==> src/rtl/hamming_ctrl.sv <==
// Self-test sequencer for the Hamming(15,11) datapath: encode, inject, correct, report.
// Each stage result is registered so every step of a command is observable.
module hamming_ctrl #(
  parameter int unsigned CNT_W = 8
) (
  input  logic             clk,
  input  logic             rst_n,
  input  logic             cmd_valid,
  output logic             cmd_ready,
  input  logic [15:0]      cmd_data,
  output logic             res_valid,
  input  logic             res_ready,
  output logic [10:0]      res_data,
  output logic             res_match,
  output logic [14:0]      res_code,
  output logic             bad_cmd,
  input  logic             clear,
  output logic [CNT_W-1:0] pass_count,
  output logic [CNT_W-1:0] fail_count,
  output logic             busy
);

  typedef enum logic [2:0] {StIdle, StEnc, StInj, StCor, StOut} state_e;

  // Codeword bit i holds Hamming position i+1; parity at positions 1, 2, 4, 8.
  function automatic logic [14:0] calcula_hamming(input logic [10:0] d);
    logic [14:0] c;
    c        = '0;
    c[2]     = d[0];
    c[4]     = d[1];
    c[5]     = d[2];
    c[6]     = d[3];
    c[14:8]  = d[10:4];
    c[0]     = c[2] ^ c[4] ^ c[6] ^ c[8] ^ c[10] ^ c[12] ^ c[14];
    c[1]     = c[2] ^ c[5] ^ c[6] ^ c[9] ^ c[10] ^ c[13] ^ c[14];
    c[3]     = c[4] ^ c[5] ^ c[6] ^ c[11] ^ c[12] ^ c[13] ^ c[14];
    c[7]     = ^c[14:8];
    return c;
  endfunction

  function automatic logic [14:0] injetor(input logic [14:0] c, input logic [3:0] n,
                                          input logic e);
    logic [14:0] r;
    r = c;
    if (e && n != 4'd15) r[n] = ~r[n];
    return r;
  endfunction

  function automatic logic [10:0] corrige_hamming(input logic [14:0] c);
    logic [3:0]  s;
    logic [14:0] f;
    s = '0;
    for (int i = 0; i < 15; i++) begin
      if (c[i]) s = s ^ 4'(i + 1);
    end
    f = c;
    if (s != 4'd0) f[s - 4'd1] = ~f[s - 4'd1];
    return {f[14:8], f[6], f[5], f[4], f[2]};
  endfunction

  state_e           state_q, state_d;
  logic [10:0]      data_q;
  logic [3:0]       n_q;
  logic             err_q;
  logic             bad_q;
  logic [14:0]      code_q;
  logic [14:0]      alt_q;
  logic [10:0]      res_data_q;
  logic             res_match_q;
  logic [CNT_W-1:0] pass_q;
  logic [CNT_W-1:0] fail_q;

  logic        accept;
  logic        res_hs;
  logic        cmd_bad;
  logic [10:0] corrected;

  assign cmd_ready = (state_q == StIdle);
  assign res_valid = (state_q == StOut);
  assign busy      = (state_q != StIdle);
  assign accept    = cmd_valid && cmd_ready;
  assign res_hs    = res_valid && res_ready;
  assign cmd_bad   = cmd_data[0] && (cmd_data[4:1] == 4'd15);
  assign corrected = corrige_hamming(alt_q);

  assign res_data   = res_data_q;
  assign res_match  = res_match_q;
  assign res_code   = alt_q;
  assign bad_cmd    = bad_q;
  assign pass_count = pass_q;
  assign fail_count = fail_q;

  always_comb begin
    state_d = state_q;
    case (state_q)
      StIdle:  if (cmd_valid) state_d = StEnc;
      StEnc:   state_d = StInj;
      StInj:   state_d = StCor;
      StCor:   state_d = StOut;
      StOut:   if (res_ready) state_d = StIdle;
      default: state_d = StIdle;
    endcase
  end

  always_ff @(posedge clk or negedge rst_n) begin
    if (!rst_n) state_q <= StIdle;
    else        state_q <= state_d;
  end

  always_ff @(posedge clk or negedge rst_n) begin
    if (!rst_n) begin
      data_q      <= '0;
      n_q         <= '0;
      err_q       <= 1'b0;
      bad_q       <= 1'b0;
      code_q      <= '0;
      alt_q       <= '0;
      res_data_q  <= '0;
      res_match_q <= 1'b0;
    end else begin
      if (accept) begin
        data_q <= cmd_data[15:5];
        n_q    <= cmd_data[4:1];
        err_q  <= cmd_data[0] && !cmd_bad;
        bad_q  <= cmd_bad;
      end
      if (state_q == StEnc) code_q <= calcula_hamming(data_q);
      if (state_q == StInj) alt_q <= injetor(code_q, n_q, err_q);
      if (state_q == StCor) begin
        res_data_q  <= corrected;
        res_match_q <= (corrected == data_q);
      end
    end
  end

  // Saturating counters; clear wins over a same-cycle increment.
  always_ff @(posedge clk or negedge rst_n) begin
    if (!rst_n) begin
      pass_q <= '0;
      fail_q <= '0;
    end else if (clear) begin
      pass_q <= '0;
      fail_q <= '0;
    end else if (res_hs) begin
      if (res_match_q && pass_q != '1)  pass_q <= pass_q + CNT_W'(1);
      if (!res_match_q && fail_q != '1) fail_q <= fail_q + CNT_W'(1);
    end
  end

endmodule

==> config.mk <==
export PLATFORM = sky130hd
export DESIGN_NAME = hamming_ctrl
export DESIGN_NICKNAME = d
export VERILOG_FILES = /design/src/rtl/hamming_ctrl.sv
export SDC_FILE = /design/constraint.sdc
export NUM_CORES = 1
export LEC_CHECK = 0
export ABC_AREA = 0
export CAP_MARGIN = 20
export CORE_MARGIN = 2
export CORE_UTILIZATION = 55
export DETAILED_ROUTE_END_ITERATION = 16
export DONT_BUFFER_PORTS = 1
export GPL_TIMING_DRIVEN = 1
export PLACE_DENSITY = 0.73
export SYNTH_ARGS = -nofsm -noshare
export SYNTH_HDL_FRONTEND = slang
export SYNTH_SLANG_ARGS = --single-unit
==> constraint.sdc <==
create_clock -name clk -period 3.65 [get_ports clk]
set_input_delay 0.5475 -clock clk [delete_from_list [all_inputs] [get_ports clk]]
set_output_delay 0.5475 -clock clk [all_outputs]
set_load 0.02 [all_outputs]
==> reports/metrics.csv, run 1 <==
metric,value,unit
Tot GR Track Use,27.9,%
n_diodes,0,
setup ws final,63.6,ps
final hold viol count,0,
first-pass GRT wire length,21400,µm
synthesized flop and latch total,78,
initial core utilization,57.2,%
Reg-to-Reg Start,res_code[10],
drt drc,0,
share of flip-flops with an asynchronous set or reset,100,%
Ports,68,
Overflow after GRT,0,
Detail Route Antenna Nets,0,
core area,0.00876,mm²
final net count,575,
pin count of the biggest net entering global routing,79,
CTS tree,built,
routability congestion estimate from global placement,0.961,
RSZ-0062 raised after global routing,true,
FP Rows,34,
busiest grt layer,met2,
Post-Place Worst Slack,-13.7,ps
GRT met2 Usage,44.1,%
IO buf count,0,
vias in the first global route,4020,
fmax,0.279,GHz
Slew HR,33.1,%
Clock Sink Count,78,
drt pass-1 iters,6,
status,"finished, final reports clean",
DP HPWL,9670,µm
Synth area leaders,"dfrtp_1 39%, nand2_1 6.7%, mux2i_1 5.6%",
Tcrit/Tclk final,98.3,%
Most used DFF post-synth,dfrtp_1,
clock skew,12.8,ps
endpoints failing setup,0,
max-capacitance violation count,0,
Vias,4113,
clk root buf,clkbuf_8,
area grow syn2layout,10.5,%
crit end category,flip-flop,
syn avg cell area,9.29,µm²
Worst EP required,3960,ps
CTS max path bufs,2,
Synth top area share,39.0,%
YS warnings,0,
synth unique cells,75,
routed len/inst,20.1,µm
Skew-Pair Late Insertion Delay,370,ps
layout cells sized above 1,16.6,%
reg2reg path depth,11,
final WL,13300,µm
Die X,99.4,µm
Hold/Removal Path Class,in2async,
H-tree depth,3,
Filler Cell Count,736,
worst-path fanout max,5,
Worst-Margin Slew,996,ps
Tmin final,3590,ps
chip height,99.4,µm
GR Util met3,4.78,%
leading area contributor after synthesis,dfrtp_1,
"setup slack, reg-to-reg",60,ps
cts bufs inserted,9,
die area,0.00989,mm²
setup_tns,0,ps
post-synthesis cell count,539,
antenna violations before repair,0,
net count after synthesis,565,
reg2reg end,res_match,
DR iter-0 viols,242,
synthesized area,0.00501,mm²
Post-synth EDFFs,0,
CP startpoint kind,flip-flop,
kind of critical path,reg2reg,
Clock transition at path regs,90,ps
crit path DAT,3900,ps
sequential area share after synthesis,39.0,%
M1 GR Usage,38.7,%
max-slew violation count,0,
Vias per Instance,6.21,
[layer usage]
| metal | up-vias | wire [µm] |
|---|---|---|
| met1 | 1982 | 5660 |
| li1 | 1911 | - |
| met3 | 32 | 1060 |
| met2 | 188 | 6180 |
| met4 | 0 | 376 |
| met5 | - | 0 |
[cells in the final DEF, fill, tap and decap left out, types with 4 or more instances in the layout]
master	n
a21oi_1	15
xor2_1	13
nand4_1	8
mux2i_1	28
buf_4	28
dfrtp_1	77
nand2b_1	7
and2_1	4
clkbuf_8	9
nor3_1	14
nor2_1	38
mux4_2	6
xnor2_2	4
xnor2_1	29
and3_1	5
inv_1	14
mux2_2	13
ha_1	4
nor2b_1	6
o22ai_1	4
nand3_1	11
nand2_1	89
o21ai_0	46
[metrics by stage]
step	util (%)	cell area [µm²]	hold WS (ps)	cells
2_1_floorplan	-	5010	252	539
3_3_place_gp	59.1	5180	254	637
3_5_place_dp	59.1	5180	254	637
4_1_cts	62.2	5450	74.4	654
5_1_grt	63.2	5540	90.2	662
6_report	63.2	5540	74.0	662
[cell usage after synthesis (all sizes together), types with 2 or more instances]
master	instances
mux2i	28
a221oi	2
a31oi	3
and3	5
nor3	16
o2bb2ai	2
xor3	5
dfrtp	78
nand3	11
o22a	2
or3	3
a211oi	2
buf	5
nand3b	3
inv	15
ha	5
a221o	2
nand4	8
nor2	40
clkbuf	27
o32ai	2
a21oi	16
and2	5
mux4	6
o22ai	4
mux2	13
o311ai	2
xnor2	33
nand2	90
o211ai	3
nor2b	6
nand2b	7
a2111oi	2
o21ai	48
or2	2
xor2	16
nor3b	2
[how the worst max path moves through the flow]
stage	startpoint	to	cells past startpoint
after floorplan	res_code[12]	res_match	13
after global placement	res_code[8]	res_match	12
after detailed placement	res_code[8]	res_match	12
after CTS	res_code[2]	res_match	10
after global routing	res_code[12]	res_match	12
final	res_code[10]	res_match	11
[critical path, cell delays in order (launching register included)]
cell and delay (ps):
dfrtp_1 360, xor3_1 450, xnor2_1 150, ha_1 360, ha_4 320, mux4_2 540
nand4_1 140, o211ai_2 150, o311ai_1 340, nand4_1 160, a2111oi_2 350, a32o_1 210
[logic make-up (layout without fill, tap and decap cells)]
group	Yosys count	in the layout	synth area share, %
AO/OA/AOI/OAI	106	106	13.9
XOR/XNOR	54	54	12.3
adder cells (fa/ha/maj)	5	5	1.25
buffers and inverters	47	62	3.67
flip-flops	78	78	39.0
multiplexers	47	47	11.2
AND/OR/NAND/NOR	202	202	18.8
[flip-flops by register name (all words and copies together), names as in the netlist]
name and cells:
res_code 15, pass_count 8, res_match 1, n_q 4, err_q 1, state_q 3
code_q 15, bad_cmd 1, data_q 11, fail_count 8, res_data 11
[final cells by class]
cell class,instances,area [µm²],share of cell area (%)
inverter,15,56.3,1.02
clock buffer,9,124,2.24
clock inverter,7,105,1.90
multi-input combinational,414,2900,52.4
sequential,78,1950,35.3
tap,108,135,2.44
timing repair buffer,31,260,4.70
[what timing repair did]
action | 4_1_cts | 5_1_grt
hold buffers | 1 | 0
pin swaps | 0 | 14
resized for setup | 2 | 4
buffers inserted | 0 | 7
endpoints found under the hold margin | 78 | 0
endpoints found under the setup margin | 1 | 1
Power of run 1 is left out: the tool's default activity adds up to more than one toggle a clock period on the data nets, which glitch-free logic cannot reach.
==> inputs of run 2 (changes only) <==
--- a/config.mk
+++ b/config.mk
@@ -13,6 +13,7 @@
 export DONT_BUFFER_PORTS = 1
 export GPL_TIMING_DRIVEN = 1
 export PLACE_DENSITY = 0.73
+export RECOVER_POWER = 25
 export SYNTH_ARGS = -nofsm -noshare
 export SYNTH_HDL_FRONTEND = slang
 export SYNTH_SLANG_ARGS = --single-unit
==> reports/metrics.csv, run 2 (synthesis results as in run 1) <==
metric,value,unit,change
Tcrit/Tclk final,98.6,%,was 98.3%
drt drc,0,,unchanged
Clock Sink Count,78,,unchanged
core area,0.00876,mm²,unchanged
crit path DAT,3910,ps,was 3900 ps
endpoints failing setup,0,,unchanged
routed len/inst,20.1,µm,about the same
Hold/Removal Path Class,in2reg,,was in2async
clk root buf,clkbuf_8,,unchanged
kind of critical path,reg2reg,,unchanged
Worst EP required,3960,ps,about the same
H-tree depth,3,,unchanged
Filler Cell Count,739,,was 736
CP Cell Sequence,xor3_1 -> xnor2_1 -> ha_1 -> ha_4 -> mux4_2 -> nand4_1 -> o211ai_2 -> o311ai_1 -> nand4_1 -> a2111oi_2 -> a32o_1,,unchanged
Die X,99.4,µm,unchanged
Vias,4138,,was 4113
"commonest cells after routing, fill and taps aside","89 x nand2_1, 77 x dfrtp_1, 46 x o21ai_0",,unchanged
DP HPWL,9670,µm,unchanged
final WL,13300,µm,about the same
Ports,68,,unchanged
FP Rows,34,,unchanged
layout cells sized above 1,16.6,%,unchanged
chip height,99.4,µm,unchanged
Skew-Pair Late Insertion Delay,370,ps,about the same
area grow syn2layout,10.1,%,was 10.5%
Detail Route Antenna Nets,0,,unchanged
Fin Hold WS,223,ps,was 74.0 ps
Worst-Margin Slew,1880,ps,was 996 ps
pin count of the biggest net entering global routing,79,,unchanged
final net count,575,,unchanged
antenna violations before repair,0,,unchanged
violated checks,"capacitance limit, slew limit",,
Vias per Instance,6.25,,was 6.21
Clock transition at path regs,90,ps,about the same
status,"complete, but fails checks",,"was finished, final reports clean"
worst-path fanout max,5,,unchanged
largest stage delay on the critical path,540,ps,about the same
CTS tree,built,,unchanged
vias in the first global route,4020,,unchanged
n_diodes,0,,unchanged
Crit path buffers/inverters,0,,unchanged
"delay-heaviest family, CP",compound AO/OA/AOI/OAI gates,,unchanged
Slew HR,-25.3,%,was 33.1%
max-slew violation count,79,,was 0
CP startpoint kind,flip-flop,,unchanged
max-capacitance violation count,1,,was 0
RSZ-0062 raised after global routing,true,,unchanged
CTS max path bufs,2,,unchanged
Overflow after GRT,0,,unchanged
Worst path slowest cell,mux4_2,,unchanged
Tmin final,3600,ps,was 3590 ps
"most used cell, CP",nand4_1,,unchanged
first-pass GRT wire length,21400,µm,unchanged
final hold viol count,0,,unchanged
fmax,0.278,GHz,was 0.279 GHz
IO buf count,0,,unchanged
"commonest non-fill, non-tap cell in the layout",nand2_1,,unchanged
initial core utilization,57.2,%,unchanged
die area,0.00989,mm²,unchanged
clock skew,13.7,ps,was 12.8 ps
crit end category,flip-flop,,unchanged
cts bufs inserted,9,,unchanged
drt pass-1 iters,5,,was 6
Tot GR Track Use,27.9,%,unchanged
routability congestion estimate from global placement,0.961,,unchanged
DR iter-0 viols,250,,was 242
run 2: cell count changes in the layout (fill, tap and decap cells not counted), sizes merged:
| cell | previous run | this run |
|---|---|---|
| clkbuf | 9 | 10 |
| buf | 31 | 30 |
run 2: worst paths after layout:
| kind | start | end | slack, ps | depth (start not counted) |
|---|---|---|---|---|
| max reg2reg | res_code[10] | res_match | 50 | 11 |
| min reg2reg | code_q[2] | code_q[2] | 540 | 2 |
| min | clear | pass_count[2] | 220 | 1 |
| max | res_code[10] | res_match | 50 | 11 |
| max in group asynchronous | rst_n | res_code[12] | 1730 | 1 |
| min in group asynchronous | rst_n | code_q[6] | 700 | 1 |
run 2: metrics by stage:
stage          instances  setup WS (ps)  setup TNS (ps)  util, %  area (µm²)
6_report             662           51.7               0     62.9        5520
5_1_grt              662          -83.9           -83.9     62.9        5520
4_1_cts              654           10.0               0     62.2        5450
3_5_place_dp         637          -13.7           -13.7     59.1        5180
3_3_place_gp         637           69.7               0     59.1        5180
2_1_floorplan        539           6.09               0        -        5010
run 2: final cells by class:
cell class | instances | area, µm² | area share [%]
clock buffers | 9 | 124 | 2.25
well taps | 108 | 135 | 2.45
clock inverters | 7 | 105 | 1.91
flip-flops and latches | 78 | 1950 | 35.4
repair buffers | 31 | 238 | 4.31
inverters | 15 | 56.3 | 1.02
multi-input cells | 414 | 2900 | 52.7
run 2: routing by layer:
| metal | up-vias | part of all wire, % | GRT usage (%) | wire length (µm) |
|---|---|---|---|---|
| li1 | 1911 | - | - | - |
| met1 | 2010 | 43 | 38.7 | 5720 |
| met2 | 186 | 47 | 44.1 | 6280 |
| met3 | 31 | 7.1 | 4.78 | 937 |
| met4 | 0 | 2.7 | 10.7 | 354 |
| met5 | - | 0 | 0 | 0 |
run 2: what timing repair did:
action | CTS | global route
endpoints found under the hold margin | 78 | 0
setup buffers | 0 | 7
gates resized for setup | 2 | 4
pin swaps | 0 | 14
hold buffers | 1 | 0
setup endpoints to repair | 1 | 1
Power of run 2 is left out for the same reason.
